--- config.mk ---
export PLATFORM = sky130hd
export DESIGN_NAME = lcd_apb_regs
export DESIGN_NICKNAME = d
export VERILOG_FILES = /design/src/rtl/lcd_apb_regs.sv
export SDC_FILE = /design/constraint.sdc
export NUM_CORES = 1
export LEC_CHECK = 0
export CORE_MARGIN = 5
export CORE_UTILIZATION = 30
export DETAILED_ROUTE_END_ITERATION = 10
export PLACE_DENSITY = 0.53
export SLEW_MARGIN = 0
export SYNTH_ARGS = -nofsm -noshare
export SYNTH_HDL_FRONTEND = slang
export SYNTH_SLANG_ARGS = --single-unit
--- constraint.sdc ---
create_clock -name clk -period 12.6 [get_ports clk]
set_clock_uncertainty 0.15 [all_clocks]
set_input_delay 2.52 -clock clk [delete_from_list [all_inputs] [get_ports clk]]
set_output_delay 2.52 -clock clk [all_outputs]
set_load 0.01 [all_outputs]
--- src/rtl/lcd_apb_regs.sv ---
// LCD controller APB3 register file.
// Holds timing/control state, shadowed frame bases and interrupt status.
module lcd_apb_regs #(
  parameter int          ADDR_W    = 12,
  parameter logic [31:0] CTRL_MASK = 32'h0001_FFFF
) (
  input  logic              clk,
  input  logic              rst,
  input  logic              psel,
  input  logic              penable,
  input  logic              pwrite,
  input  logic [ADDR_W-1:0] paddr,
  input  logic [31:0]       pwdata,
  output logic [31:0]       prdata,
  output logic              pready,
  output logic              pslverr,
  output logic [31:0]       timh,
  output logic [31:0]       timv,
  output logic [31:0]       pol,
  output logic [31:0]       le,
  output logic [31:0]       upbase_act,
  output logic [31:0]       lpbase_act,
  output logic [31:0]       ctrl,
  input  logic [31:0]       upcurr,
  input  logic [31:0]       lpcurr,
  input  logic              frame_start,
  input  logic              fuf_p,
  input  logic              vcomp_p,
  input  logic              ber_p,
  output logic              lcd_int
);

  localparam int IW = ADDR_W - 2;

  localparam logic [IW-1:0] A_TIMH   = IW'(0);
  localparam logic [IW-1:0] A_TIMV   = IW'(1);
  localparam logic [IW-1:0] A_POL    = IW'(2);
  localparam logic [IW-1:0] A_LE     = IW'(3);
  localparam logic [IW-1:0] A_UPBASE = IW'(4);
  localparam logic [IW-1:0] A_LPBASE = IW'(5);
  localparam logic [IW-1:0] A_CTRL   = IW'(6);
  localparam logic [IW-1:0] A_INTMSK = IW'(7);
  localparam logic [IW-1:0] A_INTRAW = IW'(8);
  localparam logic [IW-1:0] A_INTST  = IW'(9);
  localparam logic [IW-1:0] A_INTCLR = IW'(10);
  localparam logic [IW-1:0] A_UPCURR = IW'(11);
  localparam logic [IW-1:0] A_LPCURR = IW'(12);

  typedef enum logic [1:0] {
    IDLE,
    ACC_WR,
    RD_WAIT,
    RD_DONE
  } state_t;

  state_t state;
  state_t state_nx;

  logic [IW-1:0] idx;
  logic          addr_lsb_unused;
  logic [31:0]   upbase_pend;
  logic [31:0]   lpbase_pend;
  logic [4:1]    intmsk;
  logic [4:1]    intraw;
  logic [4:1]    int_set;
  logic [4:1]    int_clr;
  logic [31:0]   rd_mux;
  logic          hit_timh, hit_timv, hit_pol, hit_le;
  logic          hit_up, hit_lp, hit_ctrl, hit_msk;
  logic          hit_raw, hit_st, hit_clr, hit_ucur, hit_lcur;
  logic          mapped;
  logic          acc_err;
  logic          wr_en;
  logic          rd_cap;

  assign idx             = paddr[ADDR_W-1:2];
  assign addr_lsb_unused = ^paddr[1:0];

  assign hit_timh = idx == A_TIMH;
  assign hit_timv = idx == A_TIMV;
  assign hit_pol  = idx == A_POL;
  assign hit_le   = idx == A_LE;
  assign hit_up   = idx == A_UPBASE;
  assign hit_lp   = idx == A_LPBASE;
  assign hit_ctrl = idx == A_CTRL;
  assign hit_msk  = idx == A_INTMSK;
  assign hit_raw  = idx == A_INTRAW;
  assign hit_st   = idx == A_INTST;
  assign hit_clr  = idx == A_INTCLR;
  assign hit_ucur = idx == A_UPCURR;
  assign hit_lcur = idx == A_LPCURR;

  assign mapped  = idx <= A_LPCURR;
  assign acc_err = !mapped
                 | (pwrite & (hit_raw | hit_st | hit_ucur | hit_lcur))
                 | (!pwrite & hit_clr);

  // APB state register
  always_ff @(posedge clk or posedge rst) begin
    if (rst) state <= IDLE;
    else     state <= state_nx;
  end

  // APB next state, handshake and write/capture strobes
  always_comb begin
    state_nx = state;
    pready   = 1'b0;
    wr_en    = 1'b0;
    rd_cap   = 1'b0;
    case (state)
      IDLE: begin
        if (psel && !penable)
          state_nx = pwrite ? ACC_WR : RD_WAIT;
      end
      ACC_WR: begin
        pready   = 1'b1;
        wr_en    = psel & penable & pwrite & ~acc_err;
        state_nx = IDLE;
      end
      RD_WAIT: begin
        if (psel) begin
          rd_cap   = 1'b1;
          state_nx = RD_DONE;
        end else begin
          state_nx = IDLE;
        end
      end
      RD_DONE: begin
        pready   = 1'b1;
        state_nx = IDLE;
      end
      default: state_nx = IDLE;
    endcase
  end

  assign pslverr = pready & acc_err;

  // read source select
  always_comb begin
    rd_mux = '0;
    unique case (1'b1)
      hit_timh: rd_mux = timh;
      hit_timv: rd_mux = timv;
      hit_pol:  rd_mux = pol;
      hit_le:   rd_mux = le;
      hit_up:   rd_mux = upbase_pend;
      hit_lp:   rd_mux = lpbase_pend;
      hit_ctrl: rd_mux = ctrl;
      hit_msk:  rd_mux = {27'd0, intmsk, 1'b0};
      hit_raw:  rd_mux = {27'd0, intraw, 1'b0};
      hit_st:   rd_mux = {27'd0, intraw & intmsk, 1'b0};
      hit_ucur: rd_mux = upcurr;
      hit_lcur: rd_mux = lpcurr;
      default:  rd_mux = '0;
    endcase
  end

  // read data register, loaded during the wait state
  always_ff @(posedge clk or posedge rst) begin
    if (rst)         prdata <= '0;
    else if (rd_cap) prdata <= acc_err ? '0 : rd_mux;
  end

  // plain configuration registers
  always_ff @(posedge clk or posedge rst) begin
    if (rst) begin
      timh   <= '0;
      timv   <= '0;
      pol    <= '0;
      le     <= '0;
      ctrl   <= '0;
      intmsk <= '0;
    end else if (wr_en) begin
      unique case (1'b1)
        hit_timh: timh   <= pwdata;
        hit_timv: timv   <= pwdata;
        hit_pol:  pol    <= pwdata;
        hit_le:   le     <= pwdata;
        hit_ctrl: ctrl   <= pwdata & CTRL_MASK;
        hit_msk:  intmsk <= pwdata[4:1];
        default: ;
      endcase
    end
  end

  // frame bases: pending copy from the bus, active copy at frame edge
  always_ff @(posedge clk or posedge rst) begin
    if (rst) begin
      upbase_pend <= '0;
      lpbase_pend <= '0;
      upbase_act  <= '0;
      lpbase_act  <= '0;
    end else begin
      if (wr_en && hit_up) upbase_pend <= {pwdata[31:3], 3'b000};
      if (wr_en && hit_lp) lpbase_pend <= {pwdata[31:3], 3'b000};
      if (!ctrl[0] || frame_start) begin
        upbase_act <= upbase_pend;
        lpbase_act <= lpbase_pend;
      end
    end
  end

  assign int_set = {ber_p, vcomp_p, frame_start & ctrl[0], fuf_p};
  assign int_clr = (wr_en && hit_clr) ? pwdata[4:1] : 4'd0;

  // raw interrupt status; a new event beats a simultaneous clear
  always_ff @(posedge clk or posedge rst) begin
    if (rst) intraw <= '0;
    else     intraw <= (intraw & ~int_clr) | int_set;
  end

  assign lcd_int = |(intraw & intmsk);

endmodule

; ---- Word-level counts from Yosys, hierarchy flattened
; Index checks and enable logic that the tools add are counted.
[classes]
n_reduce_logical = 19
n_lt_le_gt_ge = 1
div_mod_pow = 0
bitwise = 17
muxes = 11
shift = 0
eq_ne = 16
add_sub_neg = 0
n_mul = 0
[op_table]
columns = cell, n
row1 = one-hot mux 32 bit (12 select lines), 1
row2 = equality test 10 x 4 -> 1 bit (second input constant), 5
row3 = equality test 10 x 3 -> 1 bit (second input constant), 4
row4 = two-way mux 32 bit, 1
row5 = equality test 10 x 2 -> 1 bit (second input constant), 2
row6 = AND reduction 2 bit, 6
row7 = equality test 10 x 1 -> 1 bit (second input constant), 1
row8 = <= comparator 10 x 4 -> 1 bit (second input constant), 1
row9 = zero test 10 bit, 1
row10 = AND 4 bit, 2
row11 = AND 1 bit, 7
row12 = two-way mux 2 bit, 3
row13 = one-hot mux 2 bit (3 select lines), 1
row14 = bitwise OR 1 bit, 5
row15 = equality test 2 bit (second input constant), 2
row16 = logical AND 1 bit, 4
row17 = zero test 1 bit, 4
row18 = two-way mux 1 bit, 4
row19 = two-way mux 4 bit, 1
row20 = inverter 4 bit, 1
row21 = bitwise OR 4 bit, 1
row22 = OR reduction 4 bit, 1
row23 = equality test 2 x 1 -> 1 bit (second input constant), 1
row24 = zero test 2 bit, 1
row25 = 4 further kinds, 4
[word_totals]
output_inout_bits = 259
inputBits = 117
memories = 0
mem_bits_rw = 0
regBits = 303
latch_bits = 0
wordCells = 77
rom_bits = 0

; ---- Logic depth before layout (Yosys ltp)
[depth]
word_depth = 15
depth_mapped = 9
ltp_nobuf = 5

; ---- Least setup slack after synthesis
; No wires, ideal clock.
[synth_timing]
path_type = in2out
from = input paddr[11]
to = output pslverr
stages = 4
path_slack_ps = 6237
t_arrival_ps = 3693
n_path_buf = 1
cell_sequence = or4_1 buf_4 a311oi_4 a21boi_0
[synth_via]
elab_chain_len = 8
[synth_lines]
columns = item, line_no
row1 = start: declaration, 12  ; input logic [ADDR_W-1:0] paddr,
row2 = "equality test 10 x 4 -> 1 bit, on equally long branches", "87, 88"
row3 = bitwise OR 1 bit (3 in series), 95  ; | (pwrite & (hit_raw | hit_st | hit_ucur | hit_lcur))
row4 = AND 1 bit, 95
row5 = bitwise OR 1 bit, 95
row6 = bitwise OR 1 bit (*), 96  ; | (!pwrite & hit_clr);
row7 = AND 1 bit (*), 136  ; assign pslverr = pready & acc_err;
row8 = end: declaration, 16  ; output logic pslverr,
; Every way passes the cells marked *; elsewhere a longest branch is shown, timed or not.

; ---- Final worst setup path
[layout_timing]
from = input paddr[2]
to = output pslverr
; The elaborated chain is that of the path after synthesis.

==> metrics.txt <==
total of buffers placed on input and output ports=352; sink count of the clock tree=303; final slew viol count=0; startpoint type of the worst setup path=input pin; fraction of final layout cells with drive strength greater than 1=0.275; initial antenna violation count=6; library cell used as clock root buffer=clkbuf_16; Worst Hold Slack=roughly 330 ps; cell repeated most along the worst path=buf_4; dominant synthesized flop cell=dfrtp_1; Final Wtd Congestion=0.813; WS Path Type=in -> out; Clk pin slew, worst setup/hold paths=~60 ps; post-synthesis area per instance=13.3 um2; maximum number of buffers from clock root to sink=3; final net count=about 1500; Iter 0 DRT Violations=between 700 and 800; count of unresolved DRC violations after routing=0; core outline area=46300 um2; count of mapped cells out of synthesis=1049; final critical delay including setup and external delays=7670 ps; vias per cell=5.19; Num CTS Buffers=36; maximum fanout count along the critical path=roughly 40; setup repair after global routing missed its margin=no; TNS Setup=0 ps; number of distinct standard cells referenced by the synthesized netlist=58; #FFs+latches synth=~300; number of resized instances in the post-cts repair step=0; vertical die dimension=226 um; sum of met3 wire segment lengths after detailed routing=roughly 3800 um; post-synthesis cell type with the largest combined area=dfrtp_1; power per cell area=between 100 and 150 nW/um2; max frequency=roughly 130 MHz; sequential group share of total power=0.441; final worst-path cycle share=0.609; multi-input combinational cell area=about 6000 um2; routed wl met2=~26000 um; data arrival time of the critical path=roughly 5000 ps; # Max-Cap Violations=0; setup bufs post-CTS=0; worst slew margin relative to its limit=0.161; area growth from synthesis to final layout=38.8%; number of vias after detailed routing=roughly 11000; via count of the first global-routing pass=around 11000; CTS tree=yes; cell types with the largest area share after synthesis=dfrtp_1 (54%), mux2_2 (21%), mux2i_1 (2.9%); net switching power of the design=0.508 mW; source-to-sink clock delay at the later pin of the worst-skew pair=540 ps; Die Span X=~230 um; M1 WL=24900 um; post-synthesis sequential area ratio=0.544; GRT Total Usage=0.218; Tightest Pin Transition=between 1000 and 1500 ps; final-layout fill cell count=about 4400; worst-path cell with the longest stage delay=clkdlybuf4s50_1; average routed wire per standard cell=approximately 28 um; post-detailed-route count of antenna-violating nets=0; setup-violating endpoint count in the final report=0; total I/O pin count=~380; Die ar.=50900 um2; Post-Syn Area=approximately 14000 um2; number of iterations in the first detailed-routing pass=8; hold violation total from the final report=0; Internal=1.70 mW; reported leakage power=approximately 8.8 nW; list of most frequent post-synthesis cells=dfrtp_1 (303), mux2_2 (264), mux2i_1 (40); Req. time, crit path=a little under 10000 ps; result of the run=finished clean; top sig layer=met5; Hold Crit Class=reg -> reg; kind of end point of the critical path=output pin; Synth Warn #=0; worst stage delay on the critical path=~670 ps; area used by sequential logic in the layout=between 7000 and 8000 um2; largest net degree at the start of global routing=110; starting density of the core=0.301; most used standard cell by instance count after synthesis=dfrtp_1; area share of the largest cell type after synthesis=0.544; clock power share=0.503; async set-reset flop share out of synthesis=1.00; Rows=79; hold-fix buffers at CTS=0; Total Wirelength=between 50000 and 60000 um; worst-case vdd ir drop=approximately 0.059 mV; detailed placement HPWL=38100 um; maximum level of the CTS H-tree=2; number of flops mapped to enable cells by yosys=0; first-pass GRT wire length=80900 um; switching fraction of total power=0.230; Congestion Overflow GR=0; fraction of power consumed by combinational cells=0.056; ordered list of cells on the worst path=buf_4, buf_4, nor2b_2, buf_4, nor3b_1, nand2_1, a21boi_0, clkdlybuf4s50_1
==> metrics by stage <==
stage | power, mW | std cells | setup WS, ps | util | instance area, um2
after floorplan | 1.04 | 1069 | 1560 | - | 14000
after global placement | 1.12 | 1965 | 4880 | 0.391 | 18100
after detailed placement | 1.12 | 1965 | 4920 | 0.391 | 18100
after CTS | 2.24 | 2029 | 4890 | 0.418 | 19300
after global routing | 2.28 | 2033 | 4700 | 0.418 | 19300
final | 2.21 | 2035 | 4930 | 0.418 | 19300
==> metal layers <==
layer,up-vias,global-route usage
met2,391,0.339
met3,86,0.0494
met5,-,0
met4,4,0.0724
li1,4601,-
met1,5480,0.302
==> critical path, delay by kind of cell <==
| kind | cells | cell delay, ps |
|---|---|---|
| AND/OR/NAND/NOR | 3 | 420 |
| buffers and inverters | 4 | 1760 |
| AO/OA/AOI/OAI | 1 | 250 |
==> sequential cells by signal (all words and copies together) (netlist names), 32 cells and up <==
| name | flops |
|---|---|
| prdata | 32 |
| timv | 32 |
| pol | 32 |
| timh | 32 |
| le | 32 |
==> worst paths after layout <==
kind	from	end	slack [ps]	cells past startpoint
worst min-delay path	prdata[31]	prdata[31]	330	2
worst min register to register	prdata[31]	prdata[31]	330	2
worst max register to register	state[1]	timh[26]	9520	6
max in group asynchronous	rst	lpbase_pend[29]	7430	4
worst max-delay path	paddr[2]	pslverr	4930	8
min in group asynchronous	rst	le[31]	2340	2
==> power groups by stage <==
| stage | Sequential (mW) | Clock, mW | Combinational (mW) |
|---|---|---|---|
| CTS | 0.974 | 1.14 | 0.125 |
| finish | 0.974 | 1.11 | 0.123 |
| global placement | 0.992 | 0 | 0.124 |
| detailed placement | 0.992 | 0 | 0.124 |
| floorplan | 0.992 | 0 | 0.0514 |
| global route | 0.973 | 1.18 | 0.133 |
==> cell families after synthesis <==
kind of cell,after synthesis,share of synthesized area
DFF,303,0.544
muxes,333,0.271
and+or+nand+nor,141,0.0545
other,1,0.000269
AOI/OAI and AO/OA,176,0.0938
buffers and inverters,95,0.0359
==> cells in the final DEF (no fill, tap or decap), types with 7 or more instances in the layout <==
master / synthesis / final
a221oi_1: 9 / 9
o21ai_0: 27 / 27
nor2b_1: 9 / 7
a22oi_1: 24 / 24
a32o_1: 7 / 7
a21oi_1: 22 / 22
mux2_2: 264 / 264
conb_1: 1 / 21
mux2_4: 10 / 10
a222oi_1: 11 / 11
mux2i_1: 40 / 40
and2_1: 9 / 9
clkdlybuf4s50_1: 0 / 348
a22o_1: 16 / 16
clkbuf_8: 0 / 10
mux2_1: 15 / 15
nor3_1: 14 / 10
nand2_1: 38 / 33
o211ai_1: 10 / 10
o22ai_1: 10 / 10
nor2_1: 20 / 18
dfrtp_1: 303 / 303
nand2b_1: 7 / 7
buf_4: 25 / 31
o2bb2ai_1: 7 / 7
clkbuf_16: 0 / 37
==> layout make-up <==
cell class / count / share of cell area
clock buffer: 53 / 0.0561
timing repair buffer: 381 / 0.193
tap: 607 / 0.0393
multi-input combinational: 671 / 0.310
antenna: 6 / 0.000776
sequential: 303 / 0.392
inverter: 3 / 0.000970
clock inverter: 11 / 0.00834
(Power assumes the default switching activity.)
